--- src/rtl/fetch_ctrl_if.sv ---
// rtl/fetch_ctrl_if.sv - fetch controller memory, redirect and decode-side signal bundle
interface fetch_ctrl_if;
  logic [31:0] mem_addr;
  logic [31:0] mem_instr;
  logic        redirect_valid;
  logic [31:0] redirect_pc;
  logic        halt_req;
  logic        out_valid;
  logic        out_ready;
  logic [31:0] out_instr;
  logic [31:0] out_pc;
  logic        halted;
  logic        fetch_err;

  modport master (
    output mem_addr, out_valid, out_instr, out_pc, halted, fetch_err,
    input  mem_instr, redirect_valid, redirect_pc, halt_req, out_ready
  );

  modport slave (
    input  mem_addr, out_valid, out_instr, out_pc, halted, fetch_err,
    output mem_instr, redirect_valid, redirect_pc, halt_req, out_ready
  );
endinterface

--- src/rtl/fetch_ctrl.sv ---
// rtl/fetch_ctrl.sv - instruction fetch controller with 2-entry output buffer
// Optional misaligned-redirect trap: define FETCH_MISALIGN_TRAP_EN.
module fetch_ctrl #(
  parameter logic [31:0] RESET_PC  = 32'h0000_0000,
  parameter int          MEM_WORDS = 32
) (
  input  logic      clk,
  input  logic      rst,
  fetch_ctrl_if.master bus
);

  typedef enum logic {FETCH = 1'b0, HALTED = 1'b1} state_t;

  localparam logic [31:0] PC_SPAN = 32'(MEM_WORDS * 4);

  state_t      state, state_nxt;
  logic [31:0] fetch_pc, pc_inc, redir_target;
  logic [31:0] head_pc, head_instr, tail_pc, tail_instr;
  logic [1:0]  count;
  logic        pop, fill, redir_ok, misalign, fill_head;

  always_comb begin
    state_nxt    = state;
    pop          = (count != 2'd0) && bus.out_ready;
    fill         = 1'b0;
    redir_ok     = 1'b0;
    misalign     = 1'b0;
    redir_target = bus.redirect_pc & 32'hFFFF_FFFC;
    pc_inc       = fetch_pc + 32'd4;
    if (pc_inc >= PC_SPAN) pc_inc = 32'd0;
    if (bus.redirect_valid) begin
`ifdef FETCH_MISALIGN_TRAP_EN
      misalign  = (bus.redirect_pc[1:0] != 2'b00);
`endif
      redir_ok  = !misalign;
      state_nxt = (misalign || bus.halt_req) ? HALTED : FETCH;
    end else if (state == FETCH) begin
      if (bus.halt_req) state_nxt = HALTED;
      else              fill = (count != 2'd2) || pop;
    end
  end

  always_ff @(posedge clk) begin
    if (rst) state <= FETCH;
    else     state <= state_nxt;
  end

  // New word lands in the head slot only if the buffer is empty after this cycle's pop.
  assign fill_head = (count == 2'd0) || (count == 2'd1 && pop);

  always_ff @(posedge clk) begin
    if (rst) begin
      fetch_pc   <= RESET_PC;
      count      <= 2'd0;
      head_pc    <= 32'd0;
      head_instr <= 32'd0;
      tail_pc    <= 32'd0;
      tail_instr <= 32'd0;
    end else if (bus.redirect_valid) begin
      count <= 2'd0;
      if (redir_ok) fetch_pc <= redir_target;
    end else begin
      count <= count + {1'b0, fill} - {1'b0, pop};
      if (pop) begin
        head_pc    <= tail_pc;
        head_instr <= tail_instr;
      end
      if (fill) begin
        fetch_pc <= pc_inc;
        if (fill_head) begin
          head_pc    <= fetch_pc;
          head_instr <= bus.mem_instr;
        end else begin
          tail_pc    <= fetch_pc;
          tail_instr <= bus.mem_instr;
        end
      end
    end
  end

`ifdef FETCH_MISALIGN_TRAP_EN
  logic err_q;
  always_ff @(posedge clk) begin
    if (rst) err_q <= 1'b0;
    else     err_q <= err_q | misalign;
  end
  assign bus.fetch_err = err_q;
`else
  assign bus.fetch_err = 1'b0;
`endif

  assign bus.mem_addr  = fetch_pc;
  assign bus.out_valid = (count != 2'd0);
  assign bus.out_pc    = head_pc;
  assign bus.out_instr = head_instr;
  assign bus.halted    = (state == HALTED);

endmodule

--- src/flat_wrapper.sv ---
// flat-port wrapper written by rule: the top's interface ports become plain ports
module fetch_ctrl_flat 
#(
  parameter logic [31:0] RESET_PC  = 32'h0000_0000,
  parameter int          MEM_WORDS = 32
)
  (clk, rst, bus_mem_addr, bus_out_valid, bus_out_instr, bus_out_pc, bus_halted, bus_fetch_err, bus_mem_instr, bus_redirect_valid, bus_redirect_pc, bus_halt_req, bus_out_ready);
  fetch_ctrl_if bus_i ();
  input  logic clk;
  input  logic rst;
  output wire logic [$bits(bus_i.mem_addr)-1:0] bus_mem_addr;
  output wire logic [$bits(bus_i.out_valid)-1:0] bus_out_valid;
  output wire logic [$bits(bus_i.out_instr)-1:0] bus_out_instr;
  output wire logic [$bits(bus_i.out_pc)-1:0] bus_out_pc;
  output wire logic [$bits(bus_i.halted)-1:0] bus_halted;
  output wire logic [$bits(bus_i.fetch_err)-1:0] bus_fetch_err;
  input wire logic [$bits(bus_i.mem_instr)-1:0] bus_mem_instr;
  input wire logic [$bits(bus_i.redirect_valid)-1:0] bus_redirect_valid;
  input wire logic [$bits(bus_i.redirect_pc)-1:0] bus_redirect_pc;
  input wire logic [$bits(bus_i.halt_req)-1:0] bus_halt_req;
  input wire logic [$bits(bus_i.out_ready)-1:0] bus_out_ready;
  assign bus_mem_addr = bus_i.mem_addr;
  assign bus_out_valid = bus_i.out_valid;
  assign bus_out_instr = bus_i.out_instr;
  assign bus_out_pc = bus_i.out_pc;
  assign bus_halted = bus_i.halted;
  assign bus_fetch_err = bus_i.fetch_err;
  assign bus_i.mem_instr = bus_mem_instr;
  assign bus_i.redirect_valid = bus_redirect_valid;
  assign bus_i.redirect_pc = bus_redirect_pc;
  assign bus_i.halt_req = bus_halt_req;
  assign bus_i.out_ready = bus_out_ready;
  fetch_ctrl #(.RESET_PC(RESET_PC), .MEM_WORDS(MEM_WORDS)) u_core (.clk(clk), .rst(rst), .bus(bus_i));
endmodule
--- config.mk ---
export PLATFORM = sky130hd
export DESIGN_NAME = fetch_ctrl_flat
export DESIGN_NICKNAME = d
export VERILOG_FILES = /design/src/rtl/fetch_ctrl_if.sv /design/src/rtl/fetch_ctrl.sv /design/src/flat_wrapper.sv
export SDC_FILE = /design/constraint.sdc
export NUM_CORES = 1
export LEC_CHECK = 0
export CAP_MARGIN = 10
export CORE_MARGIN = 8
export CORE_UTILIZATION = 50
export DETAILED_ROUTE_END_ITERATION = 16
export PLACE_DENSITY = 0.81
export SETUP_SLACK_MARGIN = 0.15
export SKIP_LAST_GASP = 1
export SYNTH_ARGS = -nofsm -noshare
export SYNTH_HDL_FRONTEND = slang
export SYNTH_SLANG_ARGS = --single-unit
--- constraint.sdc ---
create_clock -name clk -period 3.2 [get_ports clk]
set_input_delay 0.8 -clock clk [delete_from_list [all_inputs] [get_ports clk]]
set_output_delay 0.8 -clock clk [all_outputs]
set_load 0.02 [all_outputs]
# Yosys cells after proc, flatten, opt, wreduce, memory -nomap -nowiden
# Index checks and enable logic that the tools add are counted.
# word_totals
input_bits	69
regBits	163
out_inout_bits	99
elab_cells	43
# classes
addsub	3
muxes	17
n_reduce_logical	10
eq_ne	3
bitwise	2
order_cmp	1
# ops
cell	count
32-bit 2-to-1 mux	10
32-bit by 3-bit adder with 32-bit output, second input constant	1
32-bit by 8-bit greater-or-equal comparator with 1-bit output, second input constant	1
1-bit 2-to-1 mux	7
2-bit nonzero test	2
3-bit AND reduction	1
2-bit by 1-bit adder with 2-bit output	1
2-bit by 1-bit equality test with 1-bit output, second input constant	1
1-bit logical AND	2
2-bit logical NOT	1
1-bit logical OR	2
2-bit by 1-bit != test with 1-bit output, second input constant	1
2-bit != test, second input constant	1
1-bit NOT	2
2-bit AND reduction	1
2-bit OR reduction	1
2-bit by 1-bit subtractor with 2-bit output	1

# Logic depth before layout (Yosys ltp)
# Gate-level depths: netlist of the first run.
# depth
word_depth	8
ltp_mapped	11
mapped_depth_nobuf	9

# Least setup slack after synthesis of the first run
# OpenSTA, ideal clock, no wires.
# synth_path
kind	reg-to-reg
from	register u_core.fetch_pc[2] (netlist: u_core.bus.mem_addr[2])
to	register u_core.fetch_pc[4] (netlist: u_core.bus.mem_addr[4])
arrival_ns	2.400
setup_slack_ns	0.721
synth_period_minus_slack_ns	2.479
t_required_ns	3.121
path_buffers	0
stages_incl_launch_ff	9
setup_ns	0.079
path_cell_list	dfxtp_1 ha_1 and3_4 a211o_1 a2111oi_1 nand4_1 nor4_4 a31oi_1 o211ai_1
# synth_between
elab_chain_len	5
# synth_rtl
item	line	text
start, declared	fetch_ctrl.sv:17	logic [31:0] fetch_pc, pc_inc, redir_target;
start signal, assigned	fetch_ctrl.sv:61	if (redir_ok) fetch_pc <= redir_target;
start signal, assigned	fetch_ctrl.sv:69	fetch_pc <= pc_inc;
32-bit by 3-bit adder with 32-bit output (*)	fetch_ctrl.sv:29	pc_inc = fetch_pc + 32'd4;
32-bit by 8-bit greater-or-equal comparator with 1-bit output	fetch_ctrl.sv:30	if (pc_inc >= PC_SPAN) pc_inc = 32'd0;
32-bit 2-to-1 mux (*)	fetch_ctrl.sv:30	
32-bit 2-to-1 mux (*)	fetch_ctrl.sv:68	if (fill) begin
32-bit 2-to-1 mux (*)	fetch_ctrl.sv:59	end else if (bus.redirect_valid) begin
# Every way passes the cells marked *; elsewhere a longest branch is shown, timed or not. The select of a mux whose other input is x is not followed.
# A chain may end at the register's enable or synchronous reset.

# Worst setup path in the final report of the first run
# layout_path
from	input bus_out_ready
to	register u_core.fetch_pc[4] (netlist: u_core.bus.mem_addr[4])
# layout_between
elab_chain_len	7
# layout_rtl
item	line	text
start, declared	flat_wrapper.sv:21	input wire logic [$bits(bus_i.out_ready)-1:0] bus_out_ready;
1-bit logical AND	fetch_ctrl.sv:24	pop = (count != 2'd0) && bus.out_ready;
1-bit logical OR	fetch_ctrl.sv:39	else fill = (count != 2'd2) || pop;
1-bit 2-to-1 mux	fetch_ctrl.sv:38	if (bus.halt_req) state_nxt = HALTED;
1-bit 2-to-1 mux	fetch_ctrl.sv:37	end else if (state == FETCH) begin
1-bit 2-to-1 mux	fetch_ctrl.sv:31	if (bus.redirect_valid) begin
2-bit nonzero test (no source line)	-	
2-bit AND reduction (no source line)	-	
# Every way passes these cells.

==> results_dict.tcl, run 1 <==
set metrics [dict create \
    synth_cells 899 \
    ir_drop_v 0.0003672 \
    ys_seq_area_share_pct 45.63 \
    cts_max_level 4 \
    switchingPower_w 0.001210 \
    post-cts-setup-buffers 0 \
    placed_area_sq_um 8688 \
    final_hold_viol_count 0 \
    min_period_over_period_pct 82.89 \
    hpwl_um 13410 \
    slowest_stage "clkdlybuf4s50_1" \
    drv_cap 0 \
    tightestPinTransition_ns 1.037 \
    layout_commonest_cell "nand2_1" \
    reg2reg_to "u_core.bus.mem_addr[5]" \
    ios 168 \
    crit_path_start_kind "primary input" \
    clock_latency_ns 0.43 \
    syn_to_final_growth_pct 32.81 \
    ys_async_sr_fraction_pct 0 \
    drive_above_1_share_pct 7.422 \
    gp_congestion 0.8316 \
    dieHeight_um 134.1 \
    final_cell_mix "192 x nand2_1, 160 x clkdlybuf4s50_1, 159 x dfxtp_1" \
    met2_usage_pct 37.08 \
    clock_sinks 159 \
    cts.root.buffer_cell "clkbuf_16" \
    synth.cell_area_sq_um 6975 \
    rows 43 \
    synth_edf_count 0 \
    whs_endpoint "u_core.tail_instr[28]" \
    synthTopCellsByArea "dfxtp_1 46%, nand2_1 10%, a21oi_1 6.7%" \
    drc 0 \
    synth.largest_area_cell "dfxtp_1" \
    slowest_delay_ns 0.49 \
    use_met1_pct 28.62 \
    finalNetCount 1086 \
    cp_num_cells 9 \
    drtAntennaViolNets 0 \
    synth.top_cell.area_share_pct 45.63 \
    cts_resized 0 \
    path_delay_family "compound AO/OA/AOI/OAI gates" \
    holdPathStages 2 \
    power_density_nw_per_um2 520.8 \
    drv_slew 0 \
    routed_wl_um 20820 \
    crit_chain "clkdlybuf4s50_1 -> inv_1 -> a311o_1 -> a2111oi_1 -> nand4_1 -> nor4_4 -> buf_4 -> a31oi_1 -> o211ai_1" \
    setup_ws_ns 0.5475 \
    yosysUniqueCellTypes 52 \
    vias_per_cell 5.682 \
    tritoncts "done" \
    io_buffers 162 \
    place_inst 1175 \
    overflow 0 \
    clk_path_buf_depth 2 \
    p_leak_nw 3.152 \
    hold_class "reg2reg" \
    antenna_cells 0 \
    fmax_mhz 377.0 \
    crit_buf_inv 3 \
    tns_ns 0 \
    crit_type "in2reg" \
    die_w_um 134.1 \
    yosys_warnings 0 \
    cp.required_ns 3.55 \
    rsz0062_at_grt "false" \
    fin_crit_ns 2.653 \
    grt_start_max_net_pins 98 \
    skew_ns 0.006926 \
    antenna_found_initial 0 \
    p_sw_share_pct 25.07 \
    dr_total_vias 6841 \
    status "complete, no violations" \
    reg2regPathDepth 9 \
    ctsHoldBuffers 0 \
    grt_use_total_pct 22.74 \
    dieArea_sq_um 17990 \
    maxSlewHeadroom_pct 30.84 \
    busiest_layer "met2" \
    hp-start "u_core.tail_instr[28]" \
    syn_avg_cell_area_sq_um 7.759 \
    drtPass1Iterations 6 \
    synth_seq_cells 159 \
    clkTransAtPathRegs_ns 0.06 \
    path_max_fanout 8 \
    setup_viol 0 \
    fin_area_sq_um 9264 \
    core_sq_um 13770 \
    post_drt_wl_per_cell_um 17.29 \
    power.internal_w 0.003615 \
    p_comb_share_pct 13.9 \
    preCtsSetupSlack_ns 0.08936 \
    first_global_vias 6435 \
    final_cells 1204 \
    initialDrtViolationCount 609 \
    seq_power_share_pct 44.2 \
    use_met3_pct 6.694 \
    clkPwrFrac_pct 41.8 \
    synth_ff_type "dfxtp_1" \
    numCtsBuffers 17 \
    crit-reg2reg-launch "u_core.bus.mem_addr[2]" \
    grt_pass1_wl_um 33340 \
    initial_utilization_pct 50.64 \
    hold_ws_ns 0.4497 \
    worst_setup_path_end_kind "flop" \
    reg2reg_slack_ns 0.63 \
    cp_data_arrival_time_ns 3.00 \
]
synthesized netlist by cell type (all sizes together) (16+ instances only):
library cell    n
o21ai          65
a311oi         36
nor2           72
clkbuf         76
buf            16
or3            30
a21oi          94
nand3          31
nand2         194
dfxtp         159
a211oi         30
through the flow:
stage	util [%]	total power, W
after CTS	67.26	0.004844
after detailed placement	63.08	0.002848
final	67.26	0.004825
after global routing	67.26	0.004987
after global placement	63.08	0.002837
after floorplan	-	0.002518
routing by layer:
metal	up-vias	share of wire [%]
met2	244	47
met3	15	7.8
met1	3230	44
met4	0	0.79
li1	3352	-
met5	-	0
power by group through the flow:
| stage | Clock, W | Combinational, W | Sequential, W |
|---|---|---|---|
| after floorplan | 0 | 0.000280 | 0.00224 |
| after global placement | 0 | 0.000664 | 0.00217 |
| after detailed placement | 0 | 0.000672 | 0.00218 |
| after CTS | 0.00203 | 0.000676 | 0.00213 |
| after global routing | 0.00212 | 0.000723 | 0.00214 |
| final | 0.00202 | 0.000672 | 0.00213 |
how the worst max path moves through the flow:
| stage | startpoint | endpoint | slack, ns |
|---|---|---|---|
| after floorplan | u_core.bus.mem_addr[2] | u_core.bus.mem_addr[4] | 0.72 |
| after global placement | bus_out_ready | u_core.bus.mem_addr[4] | 0.1 |
| after detailed placement | bus_out_ready | u_core.bus.mem_addr[4] | 0.09 |
| after CTS | bus_out_ready | u_core.bus.mem_addr[4] | 0.53 |
| after global routing | bus_out_ready | u_core.bus.mem_addr[2] | 0.33 |
| final | bus_out_ready | u_core.bus.mem_addr[4] | 0.55 |
registers in the layout (all words and copies together), names as in the netlist:
register,cells
u_core.bus.out_instr,32
u_core.tail_instr,32
u_core.tail_pc,30
u_core.count,2
u_core.bus.halted,1
u_core.bus.out_pc,32
u_core.bus.mem_addr,30
worst reg2reg max path: cells and delay by family (launching register included):
kind / cells / cell delay, ns
compound gates: 4 / 0.73
buf+inv: 1 / 0.17
simple gates: 3 / 0.80
fa+ha+maj: 1 / 0.29
flops: 1 / 0.46
cell type report:
type	instances	area [sq um]
clock inverter	8	115.1
fill	1176	4509
sequential	159	3183
tap	180	225.2
clock buffer	21	460.4
timing repair buffer	186	1832
multi-input combinational	639	3407
inverter	11	41.29
cell families after synthesis:
group	share of synthesized area [%]
and+or+nand+nor	24.36
muxes	0.5740
other	0.05376
AOI/OAI and AO/OA	21.49
xor gates and xnor gates	1.381
buffers and inverters	5.973
DFF	45.63
adders and majority gates	0.5382
No activity file was read; power rests on OpenSTA's default activity.
==> run 2: changes to the inputs <==
- clock period: 3.2 -> 2.78 ns (I/O delays scaled with it)
==> run 2 against run 1 <==
  * Non-clock buffer count increased by 19
  * Register-to-register slack worse by 0.29 ns
  * Cell area is 2.7% higher
  * Critical path depth down 1
  * Clock skew increased by 0.00051 ns
  * Global-route usage is 0.14 points lower
  * Utilization is 1.8 points higher
  * Setup slack lost 0.29 ns
  * Worst hold slack about the same
  * Sequential share of layout area down 0.90 points
  * Sequential cell count unchanged
  * Wire length up 0.79%
==> results_dict.tcl, run 2 (same netlist as run 1, synthesis figures left out) <==
set metrics [dict create \
    reg2reg_slack_ns 0.34 \
    path_max_fanout 39 \
    crit_path_start_kind "primary input" \
    dr_total_vias 7073 \
    drtAntennaViolNets 0 \
    clk_path_buf_depth 2 \
    gp_congestion 0.8283 \
    maxSlewHeadroom_pct 53.57 \
    overflow 0 \
    crit_buf_inv 4 \
    hpwl_um 13620 \
    slowest_delay_ns 0.52 \
    initialDrtViolationCount 699 \
    power_density_nw_per_um2 597.7 \
    post-cts-setup-buffers 0 \
    slowest_stage "or3_2" \
    initial_utilization_pct 50.64 \
    core_sq_um 13770 \
    rsz0062_at_grt "false" \
    layout_commonest_cell "nand2_1" \
    cts.root.buffer_cell "clkbuf_16" \
    first_global_vias 6681 \
    grt_pass1_wl_um 33420 \
    drtPass1Iterations 7 \
    drv_cap 0 \
    path_delay_family "buffers and inverters" \
    final_cell_mix "192 x nand2_1, 160 x clkdlybuf4s50_1, 159 x dfxtp_1" \
    antenna_cells 0 \
    cts_max_level 4 \
    place_inst 1194 \
    grt_use_total_pct 22.60 \
    fmax_mhz 395.8 \
    skew_ns 0.007433 \
    final_hold_viol_count 0 \
    clock_sinks 159 \
    cp_data_arrival_time_ns 2.80 \
    finalNetCount 1105 \
    dieArea_sq_um 17990 \
    tritoncts "done" \
    numCtsBuffers 17 \
    preCtsSetupSlack_ns -0.2177 \
    syn_to_final_growth_pct 36.38 \
    clock_latency_ns 0.42 \
    hold_class "reg2reg" \
    crit_type "in2reg" \
    crit-reg2reg-launch "u_core.bus.mem_addr[15]" \
    clkTransAtPathRegs_ns 0.06 \
    rows 43 \
    final_cells 1223 \
    drc 0 \
    post_drt_wl_per_cell_um 17.16 \
    io_buffers 162 \
    final_util_pct 69.07 \
    grt_start_max_net_pins 159 \
    vias_per_cell 5.783 \
    setup_ws_ns 0.2532 \
    routed_wl_um 20980 \
    worstSetupStartpoint "bus_out_ready" \
    setup_viol 0 \
    min_period_over_period_pct 90.89 \
    tightestPinTransition_ns 0.6964 \
    status "complete, no violations" \
    hp-start "u_core.tail_instr[26]" \
    ir_drop_v 0.0004092 \
    drv_slew 0 \
    antenna_found_initial 0 \
    fin_crit_ns 2.527 \
    die_w_um 134.1 \
    p_leak_nw 3.287 \
    ios 168 \
    worst_setup_path_end_kind "flop" \
    dieHeight_um 134.1 \
    cp.required_ns 3.05 \
    drive_above_1_share_pct 9.012 \
    crit_chain "clkdlybuf4s50_1 -> inv_1 -> a311o_1 -> buf_4 -> or3_2 -> buf_12 -> nand2_1 -> a21oi_1" \
]
## run 2: changes by cell type in the layout (fill, tap and decap cells not counted)
cell,delta
a2111oi_1,-1
buf_12,+6
clkinv_4,+1
bufinv_16,+1
a2111oi_2,+1
clkbuf_1,+2
buf_4,+13
clkinv_2,-4
## run 2: repair_timing
item                       in CTS  in global routing
gates resized for setup         0                  1
hold buffers                    0                  0
setup endpoints to repair       0                  5
## run 2: layout make-up
class	count	area, sq um
inverters	11	41.29
repair buffers	205	2049
clock buffers	23	467.9
well taps	180	225.2
multi-input cells	639	3412
flip-flops and latches	159	3183
fillers	1141	4260
clock inverters	6	133.9
## run 2: tightest hold or removal path: cells and delay by family (launching register included)
kind            cells  cell delay (ns)
flops               1             0.30
simple gates        1             0.05
compound gates      1             0.05
## run 2: per-layer routing
metal | vias up | wire (um) | track usage (%)
met5 | - | 0 | 0
met2 | 313 | 10070 | 37.25
met1 | 3351 | 8930 | 28.18
met3 | 19 | 1775 | 6.171
li1 | 3390 | - | -
met4 | 0 | 203 | 6.862
## run 2: final timing paths
| path | to | depth (start not counted) |
|---|---|---|
| worst max-delay path | u_core.tail_pc[3] | 8 |
| worst min-delay path | u_core.tail_instr[26] | 2 |
| worst max register to register | u_core.bus.mem_addr[4] | 7 |
| worst min register to register | u_core.tail_instr[26] | 2 |
## run 2: power by group
| part | total (W) | switching (W) | internal [W] |
|---|---|---|---|
| Combinational | 0.000826 | 0.000444 | 0.000382 |
| Clock | 0.00242 | 0.000887 | 0.00154 |
| Sequential | 0.00244 | 0.0000662 | 0.00237 |
| Total | 0.00569 | 0.00140 | 0.00429 |
## run 2: per-stage QoR
| step | total power, W | cell area (sq um) | TNS [ns] | hold slack (ns) |
|---|---|---|---|---|
| 2_1_floorplan | 0.002898 | 6983 | 0 | 0.4320 |
| 3_3_place_gp | 0.003295 | 8906 | -5.008 | 0.4372 |
| 3_5_place_dp | 0.003306 | 8906 | -7.698 | 0.4420 |
| 4_1_cts | 0.005704 | 9508 | 0 | 0.4503 |
| 5_1_grt | 0.005877 | 9513 | 0 | 0.4686 |
| 6_report | 0.005686 | 9513 | 0 | 0.4493 |
